`config.mk`:
```
export PLATFORM = sky130hd
export DESIGN_NAME = clock_disp_mux
export DESIGN_NICKNAME = d
export VERILOG_FILES = /design/src/rtl/clock_disp_mux.sv
export SDC_FILE = /design/constraint.sdc
export NUM_CORES = 1
export LEC_CHECK = 0
export CAP_MARGIN = 20
export CORE_MARGIN = 2
export CORE_UTILIZATION = 50
export DETAILED_ROUTE_END_ITERATION = 6
export PLACE_DENSITY = 0.74
export SYNTH_ARGS = -nofsm -noshare
export SYNTH_HDL_FRONTEND = slang
export SYNTH_SLANG_ARGS = --single-unit
```
`constraint.sdc`:
```
create_clock -name clk -period 4.55 [get_ports clk]
set_input_delay 0.455 -clock clk [delete_from_list [all_inputs] [get_ports clk]]
set_output_delay 0.455 -clock clk [all_outputs]
set_load 0.05 [all_outputs]
```
`src/rtl/clock_disp_mux.sv`:
```
// Scans six snapshotted BCD time digits onto a multiplexed seven-segment display.
// Outputs are registered with one cycle of latency; there is no backpressure.
module clock_disp_mux #(
  parameter int unsigned REFRESH_DIV    = 50000,
  parameter bit          ACTIVE_LOW_SEG = 1'b1,
  parameter bit          ACTIVE_LOW_AN  = 1'b1
) (
  input  logic       clk,
  input  logic       rst,
  input  logic [3:0] sec_1,
  input  logic [2:0] sec_2,
  input  logic [3:0] min_1,
  input  logic [2:0] min_2,
  input  logic [3:0] hour_1,
  input  logic [1:0] hour_2,
  input  logic       tick_1hz,
  input  logic       blank_lz,
  output logic [5:0] an,
  output logic [6:0] seg,
  output logic       dp,
  output logic       frame_start
);

  localparam int unsigned   CW       = (REFRESH_DIV > 1) ? $clog2(REFRESH_DIV) : 1;
  localparam logic [CW-1:0] CNT_LAST = CW'(REFRESH_DIV - 1);
  localparam logic [5:0]    AN_OFF   = ACTIVE_LOW_AN ? 6'h3F : 6'h00;
  localparam logic [6:0]    SEG_OFF  = ACTIVE_LOW_SEG ? 7'h7F : 7'h00;
  localparam logic          DP_OFF   = ACTIVE_LOW_SEG;

  logic [CW-1:0]   cnt_q, cnt_d;
  logic [2:0]      idx_q, idx_d;
  logic [5:0][3:0] snap_q, snap_d;
  logic            colon_q, colon_d;
  logic            fs_q, fs_d;
  logic [5:0]      an_q, an_d;
  logic [6:0]      seg_q, seg_d;
  logic            dp_q, dp_d;

  logic            terminal;
  logic [3:0]      digit;
  logic [5:0]      an_on;
  logic [6:0]      seg_on;
  logic            dp_on;

  function automatic logic [6:0] bcd_to_seg(input logic [3:0] v);
    case (v)
      4'd0:    bcd_to_seg = 7'h3F;
      4'd1:    bcd_to_seg = 7'h06;
      4'd2:    bcd_to_seg = 7'h5B;
      4'd3:    bcd_to_seg = 7'h4F;
      4'd4:    bcd_to_seg = 7'h66;
      4'd5:    bcd_to_seg = 7'h6D;
      4'd6:    bcd_to_seg = 7'h7D;
      4'd7:    bcd_to_seg = 7'h07;
      4'd8:    bcd_to_seg = 7'h7F;
      4'd9:    bcd_to_seg = 7'h6F;
      default: bcd_to_seg = 7'h40;
    endcase
  endfunction

  always_comb begin
    terminal = (cnt_q == CNT_LAST);
    cnt_d    = terminal ? '0 : cnt_q + CW'(1);
    idx_d    = idx_q;
    snap_d   = snap_q;
    fs_d     = 1'b0;
    colon_d  = tick_1hz ? ~colon_q : colon_q;

    // The whole frame is latched at once so a digit rollover never tears across slots.
    if (terminal) begin
      if (idx_q == 3'd5) begin
        idx_d  = 3'd0;
        snap_d = {{2'b00, hour_2}, hour_1, {1'b0, min_2}, min_1, {1'b0, sec_2}, sec_1};
        fs_d   = 1'b1;
      end else begin
        idx_d = idx_q + 3'd1;
      end
    end

    case (idx_q)
      3'd0:    digit = snap_q[0];
      3'd1:    digit = snap_q[1];
      3'd2:    digit = snap_q[2];
      3'd3:    digit = snap_q[3];
      3'd4:    digit = snap_q[4];
      default: digit = snap_q[5];
    endcase

    seg_on = bcd_to_seg(digit);
    an_on  = 6'd1 << idx_q;
    dp_on  = colon_q && (idx_q == 3'd2 || idx_q == 3'd4);

    // Leading-zero blanking follows blank_lz live; only the digit value comes from the snapshot.
    if (blank_lz && idx_q == 3'd5 && snap_q[5] == 4'd0) begin
      an_on  = '0;
      seg_on = '0;
    end

    an_d  = an_on ^ AN_OFF;
    seg_d = seg_on ^ SEG_OFF;
    dp_d  = dp_on ^ DP_OFF;
  end

  always_ff @(posedge clk) begin
    if (rst) begin
      cnt_q   <= '0;
      idx_q   <= 3'd0;
      snap_q  <= '0;
      colon_q <= 1'b1;
      fs_q    <= 1'b0;
      an_q    <= AN_OFF;
      seg_q   <= SEG_OFF;
      dp_q    <= DP_OFF;
    end else begin
      cnt_q   <= cnt_d;
      idx_q   <= idx_d;
      snap_q  <= snap_d;
      colon_q <= colon_d;
      fs_q    <= fs_d;
      an_q    <= an_d;
      seg_q   <= seg_d;
      dp_q    <= dp_d;
    end
  end

  assign an          = an_q;
  assign seg         = seg_q;
  assign dp          = dp_q;
  assign frame_start = fs_q;

endmodule

```
Word level (Yosys, flattened, before mapping) --
Memory sizes are Yosys's and may differ from the RTL's. Cells that the tools add are included.
Storage, ports and cells: bits in registers 55, word-level logic and storage cells 42, input port bits 24, bits in read-only memories 112, output and inout bits 15, memories 1
Memory list:
- (no name shown) | words 16, width 7, rd ports 1, clocked after Yosys merged registers in 0, wr ports 0, line 46 | case (v)
Operators by class: equal/unequal tests 6, muxes and demuxes 5, shift-type cells 1, reduce and logical (&&, ||, !) cells 9, bitwise gates (word level) 5, $add $sub $neg 2
Operator list (count):
- 4-bit case mux with 5 select lines | 1
- 16-bit by 1-bit adder with 16-bit output, second input constant | 1
- 16-bit equality test, second input constant | 1
- 7-bit two-way mux | 1
- 7-bit NOT | 1
- 3-bit by 2-bit equality test with 1-bit output, second input constant | 2
- 3-bit equality test, second input constant | 2
- 6-bit two-way mux | 1
- 6-bit NOT | 1
- 1-bit by 3-bit << shifter with 6-bit output, first input constant | 1
- 4-bit logical NOT | 1
- 2-bit OR reduction | 2
- 3-bit by 1-bit adder with 3-bit output, second input constant | 1
- 3-bit by 1-bit equality test with 1-bit output, second input constant | 1
- 1-bit logical AND | 3
- 3-bit logical NOT | 1
- 3-bit two-way mux | 1
- 1-bit NOT | 3
- 2-bit AND reduction | 1
- 1-bit logical OR | 1
- 1-bit two-way mux | 1

Depth between registers and ports, before layout --
Gate-level depths: netlist of the first run.
depth after elaboration 5, depth in mapped cells 11, gate-level depth less buffers 10

Worst setup path after synthesis of the first run --
OpenSTA, ideal clock, no wires.
path kind register to register, start reg idx_q[1], end reg seg_q[3], in the netlist seg[3], setup slack 2400 ps, stages on the path, launching flop included 11, data arrival time 2081 ps, buffers on the path 1, setup time 69 ps, data required time 4481 ps, cells stage by stage dfxtp_1 buf_6 and2_1 ha_1 o21bai_1 o211ai_1 o21ai_0 ha_1 nor2_1 mux2_1 o21ai_1
On the way: longest elaborated chain between the ends 5
RTL lines:
- start, declared | line 31 | logic [2:0] idx_q, idx_d;
- start signal, assigned | line 116 | idx_q <= idx_d;
- 3-bit equality test (tied with other cells) | line 80 | case (idx_q)
- 4-bit case mux with 5 select lines or 1-bit logical AND (tied branches) | line 80, 94
- memory read 16 x 7 bit or 1-bit logical AND (tied branches)
- 7-bit two-way mux (*) | line 94 | if (blank_lz && idx_q == 3'd5 && snap_q[5] == 4'd0) begin
- 7-bit NOT (no line) (*)
- end signal, assigned | line 121 | seg_q <= seg_d;
- end, declared | line 36 | logic [6:0] seg_q, seg_d;
Mark *: on every way between the ends. The rest lies on a longest branch, timed or not. A chain may end at the register's enable or synchronous reset.

Worst setup path in the final report of the first run --
start reg idx_q[2], end reg seg_q[5], in the netlist seg[5]
Same word-level chain as after synthesis.

==> results.txt, run 1 <==
Largest net degree at the start of global routing: 31
Setup slack, reg-to-reg: 1.72 ns
Hold Path Class: register to register
Yosys top cell by area: dfxtp_1
Area of the core: 0.00475 mm2
Dominant synthesized flop cell: dfxtp_1
Post-layout util: 0.632
DR vias: 1,905
Tcrit/Tclk final: 0.621
Num CTS Buffers: 5
Worst r2r dst: seg[5]
HPWL Detailed: 3410 um
Fraction of layout cells with a size suffix above 1: 0.0703
Top post-synthesis cells by area: dfxtp_1, nand2_1, a21oi_1, nor2_1, ha_1
Slew @ Worst Pin: 0.828 ns
Total power: 0.915 mW
Mapped Nets: 310
Overall Global Routing Usage: 0.192
Row Count: 25
Via density: 5.01
Drt total wl: 4680 um
ANT nets after route: 0
Max FO, Critical Path: 16
Setup Buffers After CTS: 0
WP buf/inv: 2
Asr flop ratio synth: 0
Clock Skews: 0.00735 ns
CP Launch Type: register
Cell Area, Synth: 0.00247 mm2
Initial DRC Count: 74
Placer Congestion: 0.872
Hold WS: 0.423 ns
Most common cell in the netlist: dfxtp_1
Register area: 0.00110 mm2
DR WL/cell: 12.3 um
Slowest CP cell: dfxtp_1
CP max stage delay: 0.67 ns
DRT Pass-1 Iters: 5
Max Cap Viol: 0
Layout Nets: 343
#FFs+latches synth: 55
Placed instance area: 0.00286 mm2
Cells on worst reg2reg path: 9
Clock root buffer master: clkbuf_8
Cts hold-fix bufs: 0
H-tree depth: 2
RSZ-0062 raised after global routing: no
First-pass GRT wire length: 8270 um
Worst EP arrival: 2.98 ns
I/O Buffers: 38
GR Overflow Total: 0
Number of synthesized flops with an enable pin: 0
Launching point of the worst reg2reg path: idx_q[2]
Register area share after synthesis: 0.446
Synthesized area per cell: 8.86 um2
Drc violations: 0
Worst-path clk slew: 0.09 ns
Fin. max-slew vios: 0
Placed cells: 371
CP Cell Sequence: inv_1, ha_1, o21bai_1, o21ai_0, inv_1, ha_1, nand2b_1, mux2i_1, o21ai_1
Hold Crit Start: colon_q
Die Width: 74.3 um
P_leak: 1.10 nW
Distinct cell type count after synthesis: 49
Final hold vios: 0
Most frequent cells after synthesis: dfxtp_1, nand2_1, nor2_1, a21oi_1, xor2_1
Die area: 0.00552 mm2
Pwr Density: 305 mW/mm2
Synth warn: 0
WHS Endpoint: dp
Worst skew pair latency: 0.30 ns
Max Freq: 0.354 GHz
Multi-input logic area: 0.00126 mm2
Period minus WS final: 2.83 ns
Post-route setup slack: 1.72 ns
Crit Path Category: register to register
CTS tree: done
Final setup viols: 0
Area Growth Syn to Fin: 21.6%
Pre-CTS setup slack: 1.77 ns
Clk sinks: 55
Initial antenna violation count: 0
Post-Layout Cell Count: 380
Die Y: 74.3 um
Peak supply drop: 0.000204 V
Vias in the first global route: 1,818
Cell family contributing the most delay on the critical path: compound AO/OA/AOI/OAI gates
Max-slew headroom: 0.445
Post-synth top area share: 0.446
Starting Density: 0.520
N_diodes: 0
Worst-case clock buffer depth: 2
Crit. Startpoint: idx_q[2]
Crit path required time: 4.70 ns
Post-Synthesis Cells: 279
Hold depth: 1
Outcome: complete, no violations
Number of fill cells: 435
I/O Pins: 39
Total Negative Setup Slacks: 0 ns
Critical Path End Type: register
Design area: 0.00300 mm2
Post-CTS Resized: 0
-- cell families after synthesis --
group | synth area share
compound gates | 0.144
fa+ha+maj | 0.0354
mux | 0.0268
xor+xnor | 0.0603
flops | 0.446
buf+inv | 0.0425
simple gates | 0.245
-- layout by cell type (no fill, tap or decap), drive strengths merged, types with 6 or more instances in the layout --
cell           Yosys  routed
xnor2              8       8
inv                6       6
dfxtp             55      55
o21ai              9       9
ha                 7       7
nand3              6       6
nand2             54      54
a21oi             24      24
xor2               9       9
clkdlybuf4s50      0      38
nor2              32      32
clkbuf             6       6
-- how the worst max path moves through the flow --
stage	slack, ns	cells past startpoint	end
floorplan	2.40	10	seg[3]
finish	1.72	9	seg[5]
global route	1.43	9	seg[5]
CTS	1.75	9	seg[5]
global placement	1.91	9	seg[5]
detailed placement	1.77	9	seg[5]
-- power by group --
group | leakage (nW) | total [mW] | internal (mW) | switching, mW
Combinational | 0.585 | 0.0545 | 0.0278 | 0.0266
Clock | 0.0654 | 0.369 | 0.220 | 0.149
Sequential | 0.447 | 0.491 | 0.488 | 0.00395
-- worst reg2reg max path, delay by kind of cell (launching register included) --
kind                     cells  cell delay [ns]
adder cells (fa/ha/maj)      2             0.59
flip-flops                   1             0.67
AO/OA/AOI/OAI                3             0.75
multiplexers                 1             0.14
buffers and inverters        2             0.38
AND/OR/NAND/NOR              1             0.14
-- routing by layer --
metal  vias up  global-route usage  part of all wire
li1       1011                   -                 -
met1       858               0.255              0.50
met2        32               0.315              0.46
met3         4              0.0488             0.032
met4         0              0.0476            0.0081
met5         -                   0                 0
-- area by class of cell --
class                           count  area share
Tap cell                           67      0.0279
Clock buffer                        6      0.0242
Clock inverter                      2      0.0200
Sequential cell                    55       0.367
Inverter                            6     0.00750
Multi-Input combinational cell    204       0.421
Timing Repair Buffer               40       0.133
-- state kept, by name, indices dropped and copies added (netlist names) --
signal	count
idx_q	3
snap_q	20
cnt_q	16
dp	1
seg	7
frame_start	1
an	6
colon_q	1
Power figures use the tool's default switching activity.
==> run 2, diff against run 1 <==
--- a/config.mk
+++ b/config.mk
@@ -7,7 +7,7 @@
 export LEC_CHECK = 0
 export CAP_MARGIN = 20
 export CORE_MARGIN = 2
-export CORE_UTILIZATION = 50
+export CORE_UTILIZATION = 48
 export DETAILED_ROUTE_END_ITERATION = 6
 export PLACE_DENSITY = 0.74
 export SYNTH_ARGS = -nofsm -noshare
==> constraint.sdc (replaced) <==
create_clock -name clk -period 2.26 [get_ports clk]
set_input_delay 0.226 -clock clk [delete_from_list [all_inputs] [get_ports clk]]
set_output_delay 0.226 -clock clk [all_outputs]
set_load 0.05 [all_outputs]
==> run 2 against run 1 <==
Compared with the run above:
- register-to-register slack got worse by 1.6 ns
- worst hold slack improved by 0.013 ns
- first-iteration DRC count rose by 69%
- die area rose by 3.9%
- fmax rose by 33%
- cell count rose by 2.9%
- critical path depth rose by 1
- via count rose by 2.6%
- sequential share of layout area fell by 1.0 points
- clock-buffer cell count did not move
- sequential power rose by 100%
- total power rose by 95%
- critical path type unchanged
- largest cell class unchanged
- highest routed layer unchanged
==> results.txt, run 2 (same netlist as run 1, synthesis figures left out) <==
Outcome: complete, no violations
GR Overflow Total: 0
Initial antenna violation count: 0
Max Freq: 0.471 GHz
Clock network power share: 0.382
Tcrit/Tclk final: 0.939
Placed instance area: 0.00294 mm2
Critical Path End Type: register
Pre-CTS setup slack: 0.0739 ns
Clock Skews: 0.00933 ns
DR vias: 1,954
Initial DRC Count: 125
Die Width: 75.8 um
Placer Congestion: 0.932
Post-CTS Resized: 0
Max-slew headroom: 0.587
Worst-path clk slew: 0.10 ns
Slew @ Worst Pin: 0.619 ns
Die area: 0.00574 mm2
CP Launch Type: register
Num CTS Buffers: 5
Worst skew pair latency: 0.31 ns
Total power: 1.78 mW
Worst EP arrival: 2.32 ns
Max Cap Viol: 0
Sw power: 0.377 mW
Post-route setup slack: 0.137 ns
Launching point of the worst reg2reg path: idx_q[1]
Via density: 5.00
Peak supply drop: 0.000316 V
Layout Nets: 351
Period minus WS final: 2.12 ns
Post-layout util: 0.613
Hold Path Class: register to register
Crit Path Category: register to register
Placed cells: 383
Row Count: 26
HPWL Detailed: 3530 um
Cts hold-fix bufs: 0
Design area: 0.00309 mm2
Overall Global Routing Usage: 0.181
Total Negative Setup Slacks: 0 ns
Max reg flops: 20
P_leak: 1.14 nW
Fin. max-slew vios: 0
CTS tree: done
Post-Layout Cell Count: 391
Combinational Power Share: 0.062
Setup slack, reg-to-reg: 0.14 ns
Area of the core: 0.00504 mm2
Commonest non-fill, non-tap cell in the layout: dfxtp_1
I/O Pins: 39
Cells on worst reg2reg path: 10
End point of the critical path: seg[0]
First-pass GRT wire length: 8000 um
Clk sinks: 55
Worst r2r dst: seg[0]
Vias in the first global route: 1,687
Power Internal: 1.40 mW
Starting Density: 0.490
Area Growth Syn to Fin: 25.1%
Crit path required time: 2.46 ns
Largest net degree at the start of global routing: 30
DRT Pass-1 Iters: 4
Max FO, Critical Path: 4
ANT nets after route: 0
Final setup viols: 0
I/O Buffers: 38
Switching portion of total power: 0.212
N_diodes: 0
Worst-case clock buffer depth: 2
Pwr Density: 576 mW/mm2
Hold WS: 0.436 ns
Drt total wl: 4840 um
H-tree depth: 2
Die Y: 75.8 um
Crit. Startpoint: idx_q[1]
Flop pwr share: 0.556
Fraction of layout cells with a size suffix above 1: 0.109
Largest Register: snap_q
Most frequent cells in the layout: dfxtp_1, nand2_1, clkdlybuf4s50_1
Setup Buffers After CTS: 0
RSZ-0062 raised after global routing: no
Final hold vios: 0
Drc violations: 0
Clock root buffer master: clkbuf_8
DR WL/cell: 12.4 um
==> run 2: worst min path at each step <==
stage               startpoint         to  slack (ns)  cells past startpoint
floorplan                  rst     seg[6]        0.34                      2
global placement       colon_q         dp        0.42                      1
finish                 colon_q         dp        0.44                      1
global route          sec_1[3]  snap_q[3]        0.45                      3
CTS                    colon_q         dp        0.44                      1
detailed placement     colon_q         dp        0.41                      1
==> run 2: cell type report <==
type	instances	area, um2
Clock inverter	2	38.8
Clock buffer	6	82.6
Sequential cell	55	1100
Inverter	6	22.5
Tap cell	70	87.6
Timing Repair Buffer	48	472
Multi-Input combinational cell	204	1290
Fill cell	440	1950
==> run 2: worst max-delay path, stage by stage (launching register included) <==
cell,delay [ns]
dfxtp_1,0.33
and2_1,0.18
ha_2,0.21
buf_4,0.16
a221o_1,0.35
a2bb2oi_2,0.21
inv_2,0.07
ha_1,0.19
nor2_1,0.13
mux2_1,0.15
o21ai_1,0.05
==> run 2: routing by layer <==
layer / GRT usage / wire length (um)
met1: 0.256 / 2390
met5: 0 / 0
met3: 0.0370 / 180
met4: 0.0507 / 46
met2: 0.282 / 2220
==> run 2: power by group through the flow <==
stage	combinational, mW	clock, mW	sequential [mW]
after floorplan	0.0277	0	1.04
final	0.111	0.679	0.990
after global placement	0.111	0	1.01
after CTS	0.112	0.697	0.990
after global routing	0.120	0.732	0.993
after detailed placement	0.112	0	1.01
==> run 3, diff against run 2 <==
--- a/config.mk
+++ b/config.mk
@@ -6,7 +6,6 @@
 export NUM_CORES = 1
 export LEC_CHECK = 0
 export CAP_MARGIN = 20
-export CORE_MARGIN = 2
 export CORE_UTILIZATION = 48
 export DETAILED_ROUTE_END_ITERATION = 6
 export PLACE_DENSITY = 0.74
==> run 3 against run 2 <==
Compared with the run above:
- core utilization is 1.7 points higher
- cell count is 0.77% lower
- clock-buffer cell count stayed put
- critical endpoint is now seg[5]
- worst hold slack worse by 0.012 ns
- via count is 0.67% higher
- setup slack better by 0.018 ns
- register-to-register slack better by 0.02 ns
- fmax is 0.87% higher
- total power is 1.4% lower
- largest cell class unchanged
- clock power is 3.5% lower
==> results.txt, run 3 (same netlist as run 1, synthesis figures left out) <==
Outcome: complete, no violations
Worst-case clock buffer depth: 2
WP buf/inv: 2
Clock Skews: 0.0117 ns
Placer Congestion: 0.866
Hold WS: 0.424 ns
Row Count: 25
Overall Global Routing Usage: 0.192
Hold Path Class: register to register
Fin. max-slew vios: 0
Final hold vios: 0
Tcrit/Tclk final: 0.931
Vias in the first global route: 1,838
Launching point of the worst reg2reg path: idx_q[1]
Crit Path Category: register to register
N_diodes: 0
Max Freq: 0.475 GHz
Largest Register: snap_q
Initial DRC Count: 107
Starting Density: 0.510
CTS tree: done
GR Overflow Total: 0
H-tree depth: 2
Max Cap Viol: 0
Max reg flops: 20
Fraction of layout cells with a size suffix above 1: 0.106
Pwr Density: 574 mW/mm2
Drt total wl: 4680 um
Peak supply drop: 0.000415 V
Setup Buffers After CTS: 0
Worst-path clk slew: 0.09 ns
Largest net degree at the start of global routing: 26
Pre-CTS setup slack: -0.00407 ns
Post-route setup slack: 0.155 ns
Period minus WS final: 2.10 ns
Post-Layout Cell Count: 388
Die area: 0.00544 mm2
Slew @ Worst Pin: 0.582 ns
CP Launch Type: register
Max-slew headroom: 0.612
Die Width: 73.8 um
Via density: 5.07
Area Growth Syn to Fin: 23.6%
DR WL/cell: 12.1 um
I/O Buffers: 38
Slowest CP cell: mux2_1
HPWL Detailed: 3450 um
Cell family contributing the most delay on the critical path: compound AO/OA/AOI/OAI gates
Area of the core: 0.00485 mm2
Worst EP arrival: 2.27 ns
Max FO, Critical Path: 16
CP Cell Sequence: buf_4, mux2_1, a21oi_1, o211ai_1, o21ai_2, inv_1, ha_1, nand2b_1, mux2i_1, o21ai_1
RSZ-0062 raised after global routing: no
Commonest non-fill, non-tap cell in the layout: dfxtp_1
P_leak: 1.13 nW
Final setup viols: 0
Crit. Startpoint: idx_q[1]
ANT nets after route: 0
Die Y: 73.8 um
Initial antenna violation count: 0
Worst skew pair latency: 0.30 ns
CP max stage delay: 0.34 ns
Hold Crit Start: colon_q
Clk sinks: 55
DR vias: 1,967
Num CTS Buffers: 5
Layout Nets: 351
Crit path required time: 2.42 ns
First-pass GRT wire length: 8210 um
Clock root buffer master: clkbuf_8
Most frequent cells in the layout: dfxtp_1, nand2_1, clkdlybuf4s50_1
I/O Pins: 39
Critical Path End Type: register
Placed cells: 380
Post-layout util: 0.630
Drc violations: 0
DRT Pass-1 Iters: 4
Total power: 1.75 mW
## run 3: cell type report
type / count / area, um2
multi-input cells: 204 / 1270
fillers: 441 / 1790
clock buffers: 6 / 82.6
inverters: 6 / 22.5
clock inverters: 2 / 35.0
flip-flops and latches: 55 / 1100
repair buffers: 48 / 455
well taps: 67 / 83.8
## run 3: per-stage QoR
| stage | instance area, um2 | TNS (ns) |
|---|---|---|
| floorplan | 2470 | 0 |
| global placement | 2930 | 0 |
| detailed placement | 2930 | -0.00407 |
| CTS | 3050 | 0 |
| global route | 3060 | 0 |
| finish | 3060 | 0 |
## run 3: layer usage
layer | vias up | track usage | wire, um | share of wire
met5 | - | 0 | 0 | 0
met4 | 0 | 0.0449 | 27 | 0.0058
met3 | 4 | 0.0384 | 146 | 0.031
met2 | 34 | 0.317 | 2140 | 0.46
met1 | 902 | 0.259 | 2360 | 0.51
li1 | 1027 | - | - | -
## run 3: timing repair
action / CTS / global route
setup endpoints to repair: 1 / 4
hold buffers: 0 / 0
gates cloned: 0 / 0
resized for setup: 1 / 3
## run 3: power by group
group	switching [mW]	internal [mW]	leakage (nW)
clock network	0.296	0.359	0.0612
logic	0.0539	0.0570	0.625
registers	0.00778	0.982	0.447
total	0.358	1.40	1.13
## run 3: path summary, 6_finish.rpt
| path | endpoint | slack, ns | cells past startpoint |
|---|---|---|---|
| min | dp | 0.42 | 1 |
| max | seg[5] | 0.16 | 10 |
| max reg2reg | seg[5] | 0.16 | 10 |
| min reg2reg | dp | 0.42 | 1 |
## run 3: worst reg2reg max path, cell delays in order, from the launching register on
cell and delay (ns):
dfxtp_1 0.33, buf_4 0.21, mux2_1 0.34, a21oi_1 0.16, o211ai_1 0.13, o21ai_2 0.13
inv_1 0.10, ha_1 0.21, nand2b_1 0.13, mux2i_1 0.14, o21ai_1 0.09
